## config.mk

```make
export PLATFORM = sky130hd
export DESIGN_NAME = program_loader
export DESIGN_NICKNAME = d
export VERILOG_FILES = /design/src/rtl/program_loader.sv
export SDC_FILE = /design/constraint.sdc
export NUM_CORES = 1
export LEC_CHECK = 0
export CAP_MARGIN = 25
export CORE_UTILIZATION = 48
export DETAILED_ROUTE_END_ITERATION = 8
export GPL_ROUTABILITY_DRIVEN = 0
export PLACE_DENSITY = 0.79
export SLEW_MARGIN = 15
export SYNTH_ARGS = -nofsm -noshare
export SYNTH_HDL_FRONTEND = slang
export SYNTH_SLANG_ARGS = --single-unit
```

## constraint.sdc

```tcl
create_clock -name clk -period 2.9 [get_ports clk]
set_input_delay 0.58 -clock clk [delete_from_list [all_inputs] [get_ports clk]]
set_output_delay 0.58 -clock clk [all_outputs]
set_load 0.005 [all_outputs]
```

## src/rtl/program_loader.sv

```systemverilog
// Boot loader: streams an image (length byte, data bytes) into ROM/RAM and holds the core in reset until done.
// Optional trailing XOR checksum byte enabled by defining LOADER_CHECKSUM_EN.
module program_loader #(
  parameter int ADDR_W    = 8,
  parameter int MAX_WORDS = 64
) (
  input  logic              clk,
  input  logic              R,
  input  logic              in_valid,
  input  logic [7:0]        in_data,
  output logic              in_ready,
  output logic              mem_we,
  output logic [ADDR_W-1:0] mem_addr,
  output logic [7:0]        mem_data,
  output logic              core_R,
  output logic              done,
  output logic              err,
  output logic [8:0]        byte_cnt
);

  // Handshake: a byte moves on a rising edge where in_valid && in_ready;
  // in_data is don't-care otherwise and the source must hold it until taken.
  typedef enum logic [2:0] {
    LEN  = 3'd0,
    DATA = 3'd1,
`ifdef LOADER_CHECKSUM_EN
    CHK  = 3'd2,
`endif
    RUN  = 3'd3,
    ERR  = 3'd4
  } state_t;

  localparam logic [7:0] MAX_L = 8'(MAX_WORDS);

  state_t     state_q, state_d;
  logic [8:0] total_q;
  logic [8:0] cnt_inc;
  logic       accept;
  logic       len_ok;
`ifdef LOADER_CHECKSUM_EN
  logic [7:0] xor_q;
`endif

  assign accept  = in_valid && in_ready;
  assign cnt_inc = byte_cnt + 9'd1;
  assign len_ok  = (in_data != 8'd0) && (in_data <= MAX_L);
  assign done    = (state_q == RUN);
  assign err     = (state_q == ERR);

  always_comb begin
    state_d  = state_q;
    in_ready = 1'b0;
    case (state_q)
      LEN: begin
        in_ready = 1'b1;
        if (accept) state_d = len_ok ? DATA : ERR;
      end
      DATA: begin
        in_ready = 1'b1;
        if (accept && (cnt_inc == total_q)) begin
`ifdef LOADER_CHECKSUM_EN
          state_d = CHK;
`else
          state_d = RUN;
`endif
        end
      end
`ifdef LOADER_CHECKSUM_EN
      CHK: begin
        in_ready = 1'b1;
        if (accept) state_d = (in_data == xor_q) ? RUN : ERR;
      end
`endif
      RUN:     state_d = RUN;
      ERR:     state_d = ERR;
      default: state_d = LEN;
    endcase
  end

  always_ff @(posedge clk) begin
    if (R) begin
      state_q  <= LEN;
      mem_we   <= 1'b0;
      mem_addr <= '0;
      mem_data <= 8'd0;
      core_R   <= 1'b1;
      byte_cnt <= 9'd0;
      total_q  <= 9'd0;
    end else begin
      state_q <= state_d;
      // Lags the state by one edge so the final write lands before release.
      core_R  <= (state_q != RUN);
      mem_we  <= 1'b0;
      if (accept && state_q == LEN) total_q <= {in_data[6:0], 2'b00};
      if (accept && state_q == DATA) begin
        mem_we   <= 1'b1;
        mem_addr <= byte_cnt[ADDR_W-1:0];
        mem_data <= in_data;
        byte_cnt <= cnt_inc;
      end
    end
  end

`ifdef LOADER_CHECKSUM_EN
  always_ff @(posedge clk) begin
    if (R || state_q == LEN) xor_q <= 8'd0;
    else if (accept && state_q == DATA) xor_q <= xor_q ^ in_data;
  end
`endif

endmodule

```

==> impl_metrics.csv <==
group,metric,value,unit
clocking,postCtsSetupBuffers,0,
floorplanning,dieArea,0.00365,mm²
clocking,root_buffer,"clkbuf_4",
timing,fin_skew,0.0159,ns
detailed_routing,ant_nets,0,
yosys,ys_warn_count,0,
yosys,netlist_area,0.00164,mm²
timing,final.setup.tns,0,ns
clocking,hold_buffers,0,
global_routing,grt_start_max_net_pins,23,
power,seq_power_share,53.9,%
floorplanning,initial_core_util,52.0,%
timing,min_period,2.46,ns
detailed_routing,initialDrtViolationCount,35,
job,cap_viol_max_count,0,
cells_and_area,antenna_cells,0,
yosys,ys_ff_latch,37,
place,place_area,0.00207,mm²
timing,slew_headroom,50.4,%
timing,setup_viol,0,
yosys,synth_top_area_share,45.2,%
floorplanning,die_width,60.4,µm
run_status,status,"completed",
global_routing,grt_pass1_vias,1282,
timing,slew_violations,0,
setup_path,crit_fanout,8,
yosys,ys_seq_area_share,45.2,%
power,cellLeakagePower,0.000743,µW
power,p_int,745,µW
floorplanning,io-pin-count,41,
yosys,synth.distinct_cells,37,
yosys,synth.area.top_cells,"dfxtp_1, nand2_1, a21oi_1",
global_routing,antenna_found_initial,0,
clocking,clk_path_buf_depth,2,
cells_and_area,stdcell_area,0.00215,mm²
yosys,synth_common_cells,"nand2_1, dfxtp_1, a21oi_1, nor2_1, clkbuf_1",
yosys,yosys.area.top_type,"dfxtp_1",
yosys,syn-instance-count,208,
detailed_routing,first_pass_iters,4,
global_routing,grt_pass1_wl,5840,µm
place,portBuffers,40,
detailed_routing,finalWirelength,3540,µm
setup_path,critPathRequiredTime,3.17,ns
setup_path,end_kind,"flip-flop",
clocking,clkTransAtPathRegs,0.13,ns
yosys,synth.net_count,221,
clocking,cts_num_sinks,37,
setup_path,cp-start-kind,"flip-flop",
yosys,synth.most_common_cell,"nand2_1",
yosys,synthArstFlopShare,0,%
setup_path,reg2reg_depth,7,
clocking,htree_levels,2,
clocking,clock_latency,0.35,ns
detailed_routing,drc,0,
cells_and_area,drive_above_1_share,6.85,%
power,power_density,456,mW/mm²
yosys,synthFlopType,"dfxtp_1",
power,p_clk_share,37.2,%
clocking,cts_buffers,5,
cells_and_area,stdcell_count,292,
cells_and_area,nFillCells,292,
cells_and_area,fin_nets,260,
setup_path,worstSetupPathType,"reg2reg",
timing,fin_crit_sh,85.0,%
setup_path,cp.arrival,2.73,ns
timing,hold_viol_final,0,
timing,rsz0062_at_grt,"false",
global_routing,grt.overflow.total,0,
cells_and_area,regArea,741,µm²
power,ir_drop,0.000273,V
floorplanning,core_area,0.00315,mm²
timing,tightest_slew,0.738,ns
floorplanning,core.rowCount,20,
power,p_sw_share,24.1,%
yosys,syn_area_per_cell,7.88,µm²
detailed_routing,vias,1515,
clocking,cts_resized,0,
timing,max_freq,406,MHz
yosys,synth-edff-count,0,
power,power_switching,237,µW
floorplanning,die_h,60.4,µm
global_routing,grt_use_total,21.6,%
detailed_routing,wire_per_inst,12.1,µm
power,combPwrFrac,8.8,%
worst_hold_path,hold_class,"reg2reg",
worst_hold_path,whs_path_depth,1,
place,hpwlAfterDp,2540,µm
clocking,cts_tree,"yes",
detailed_routing,vias_per_cell,5.19,
cells_and_area,area_growth,31.4,%
cells_and_area,multi_input_area,840,µm²
place,dp_cells,284,
-- flip-flops by register name, summed over array words and instances (netlist names) --
register	count
state_q	3
mem_data	8
mem_we	1
core_R	1
mem_addr	8
byte_cnt	9
total_q	7
-- layer usage --
| layer | track usage (%) | vias up | routed length [µm] |
|---|---|---|---|
| met1 | 27.9 | 692 | 1760 |
| met5 | 0 | - | 0 |
| met3 | 6.61 | 7 | 162 |
| met4 | 6.82 | 0 | 56 |
| met2 | 34.7 | 36 | 1560 |
| li1 | - | 780 | - |
-- path summary, 6_finish.rpt --
check	from	endpoint	slack, ns
worst max-delay path	byte_cnt[0]	state_q[2]	0.44
worst min-delay path	state_q[1]	core_R	0.45
worst max register to register	byte_cnt[0]	state_q[2]	0.44
worst min register to register	state_q[1]	core_R	0.45
-- critical path: stages, from the launching register on --
cell       delay, ns
dfxtp_1         0.47
ha_1            0.27
nand3_2         0.17
or3_4           0.42
a221oi_2        0.23
o2111ai_1       0.18
o41a_1          0.45
a211oi_2        0.19
-- cell type report --
type	instances	area share [%]
clock buffers	5	1.74
repair buffers	43	19.6
clock inverters	3	2.15
inverters	3	0.523
well taps	44	2.56
flip-flops and latches	37	34.4
multi-input cells	157	39.0
-- cell families (layout without fill, tap and decap cells) --
kind of cell,after synthesis,after routing,synth area share (%)
AND/OR/NAND/NOR,98,98,26.8
adder cells (fa/ha/maj),2,2,1.53
buffers and inverters,14,54,3.59
XOR/XNOR,13,13,6.95
AO/OA/AOI/OAI,44,44,16.0
flip-flops,37,37,45.2
-- through the flow --
step	power (µW)	worst slack, ns	util (%)	hold WS (ns)
floorplan	588	0.630	-	0.396
global placement	627	0.543	65.6	0.425
detailed placement	628	0.483	65.6	0.424
CTS	986	0.434	68.3	0.457
global route	1030	0.316	68.3	0.478
finish	982	0.435	68.3	0.452
-- cells in the final DEF, fill, tap and decap left out, types with 2 or more instances in the layout --
cell	count
xor2_1	6
nor3b_1	2
nor3_1	6
o21ai_0	7
nor4_1	2
a21oi_1	28
ha_1	2
xnor2_1	7
or3_1	4
nand3_1	2
buf_4	3
clkbuf_4	5
nor2_1	14
clkdlybuf4s50_1	40
nand2_1	57
dfxtp_1	37
inv_1	3
nor2b_1	2
-- power by group through the flow --
stage               combinational, µW  sequential (µW)  clock, µW
floorplan                        49.3              539          0
global placement                 85.9              541          0
detailed placement               87.0              541          0
CTS                              87.5              530        369
global route                     96.3              532        400
finish                           86.9              530        366
(Power assumes the default switching activity.)
==> patch: new RTL, same flow settings <==
Build with the macro `LOADER_CHECKSUM_EN` defined.
--- a/src/rtl/program_loader.sv
+++ b/src/rtl/program_loader.sv
@@ -1,5 +1,7 @@
 // Boot loader: streams an image (length byte, data bytes) into ROM/RAM and holds the core in reset until done.
 // Optional trailing XOR checksum byte enabled by defining LOADER_CHECKSUM_EN.
+`define LOADER_CHECKSUM_EN
+
 module program_loader #(
   parameter int ADDR_W    = 8,
   parameter int MAX_WORDS = 64
Check against the original RTL: not equivalent (Yosys sat finds a counterexample within 10 cycles, from zero or initial values).
==> patch against the unedited design <==
  * Critical path depth shrank 4
  * Synthesized area grew 37%
  * Routed wire length grew 40%
  * Power grew 20%
  * Cell area grew 28%
  * Sequential power grew 22%
  * First-iteration DRC count grew to 2.6 times the old value
  * Worst setup slack gained 20 ps
  * Sequential cell count grew 8
  * Sequential share of layout area shrank 1.8 points
  * Clock power grew 9.0%
  * Non-clock buffer count grew 4
  * Register-to-register slack gained 150 ps
  * Largest cell class unchanged
  * Highest routed layer unchanged
==> patch: results (changes against the unedited design) <==
status=complete, no violations (unchanged); Max stage delay on crit path=520 ps (was 470 ps); DR WL/cell=13.8 um (was 12.1 um); hold path endpoint=mem_data[0]$_SDFFE_PP0P_ (was core_R$_SDFF_PP1_); Final #Nets=319 (was 260); Clock Skews=6.19 ps (was 15.9 ps); synth top area cells=dfxtp_1 (40%), nand2_1 (9.2%), xor2_1 (6.6%) (was dfxtp_1 (45%), nand2_1 (13%), a21oi_1 (8.5%)); Critical Path AT=1860 ps (was 2730 ps); r2r setup slk=590 ps (was 440 ps); Syn Nets=283 (was 221); worst skew pair latency=300 ps (was 350 ps); 1st-iter DRT viols=90 (was 35); first-pass GRT wire length=8.27 mm (was 5.84 mm); measured slew at the worst slew-check pin=624 ps (was 738 ps); Reg-to-Reg End=state_q[0]$_SDFFE_PP0P_ (was state_q[2]$_SDFFE_PP0P_); share of layout cells above drive strength 1=0.0686 (was 0.0685); WHS Path Cells=2 (was 1); diode count=0 (unchanged); Port Buffers=40 (unchanged); DR vias=1992 (was 1515); DP Worst Slack=260 ps (was 483 ps); R2R cell count=6 (was 7); largest net degree at the start of global routing=20 (was 23); Total Routing Usage GR=0.210 (was 0.216); Pleak=0.923 nW (was 0.743 nW); worst-path maximum fanout=10 (was 8); commonest cells in the netlist=nand2_1 (55), dfxtp_1 (45), a21oi_1 (29) (was nand2_1 (57), dfxtp_1 (37), a21oi_1 (28)); register area share after synthesis=0.402 (was 0.452); Top FF cell, synth=dfxtp_1 (unchanged); Power Internal=881 uW (was 745 uW); Hold Crit Start=mem_data[0]$_SDFFE_PP0P_ (was state_q[1]$_SDFFE_PP0P_); HPWL Detailed=3.57 mm (was 2.54 mm); Yosys cell types=44 (was 37)
[patch: cell types whose count changed in the layout (fill, tap and decap cells not counted), moves of 5 or more]
| cell | before | now |
|---|---|---|
| xor2_1 | 6 | 17 |
| dfxtp_1 | 37 | 45 |
| nor2_1 | 14 | 22 |
| xnor2_1 | 7 | 14 |
| clkbuf_8 | 0 | 6 |
| nand3_1 | 2 | 8 |
| clkbuf_4 | 5 | 0 |
| o211ai_1 | 0 | 5 |
| o21ai_0 | 7 | 2 |
[patch: worst max-delay path by stage]
stage,start,to,slack [ps]
global route,state_q[1]$_SDFFE_PP0P_,done,360
global placement,in_data[0],state_q[0]$_SDFFE_PP0P_,310
CTS,state_q[1]$_SDFFE_PP0P_,done,480
detailed placement,in_data[0],state_q[0]$_SDFFE_PP0P_,260
floorplan,byte_cnt[0]$_SDFFE_PP0P_,state_q[0]$_SDFFE_PP0P_,750
finish,state_q[1]$_SDFFE_PP0P_,done,460
[patch: power by group through the flow]
stage                     Clock, mW  Combinational [mW]  Sequential [mW]
final                         0.399               0.130            0.645
after global routing          0.432               0.144            0.647
after CTS                     0.410               0.129            0.644
after detailed placement          0               0.129            0.659
after floorplan                   0              0.0837            0.652
after global placement            0               0.127            0.659
[patch: worst max-delay path: cells and delay by family, from the launching register on]
| family | cells | cell delay, ps |
|---|---|---|
| buffers and inverters | 1 | 520 |
| flip-flops | 1 | 520 |
| AND/OR/NAND/NOR | 2 | 530 |
[patch: kinds of logic (layout without fill, tap and decap cells)]
group | Yosys count | in the layout | synth area share
AOI/OAI and AO/OA | 49 | 49 | 0.142
xor gates and xnor gates | 32 | 32 | 0.132
adders and majority gates | 2 | 2 | 0.0112
buffers and inverters | 22 | 58 | 0.0452
DFF | 45 | 45 | 0.402
and+or+nand+nor | 120 | 120 | 0.269
[patch: cell type report]
type                    instances  area, um^2
repair buffers                 47         450
inverters                       4        15.0
clock inverters                 1        7.51
fillers                       397        1650
clock buffers                   6        82.6
flip-flops and latches         45         901
multi-input cells             203        1240
well taps                      52        65.1
[patch: routing by layer]
layer / global-route usage / up-vias / wire (um)
met2: 0.341 / 51 / 2380
met4: 0.0800 / 0 / 74
li1: - / 996 / -
met5: 0 / - / 0
met1: 0.274 / 937 / 2290
met3: 0.0418 / 8 / 196
[patch: per-stage QoR]
step	area, um^2	utilization	total power, mW	hold slack, ps	instances
after global routing	2760	0.626	1.22	477	358
after global placement	2670	0.604	0.786	444	350
after floorplan	2240	-	0.736	448	270
after detailed placement	2670	0.604	0.788	446	350
after CTS	2760	0.625	1.18	458	357
final	2760	0.626	1.17	456	358
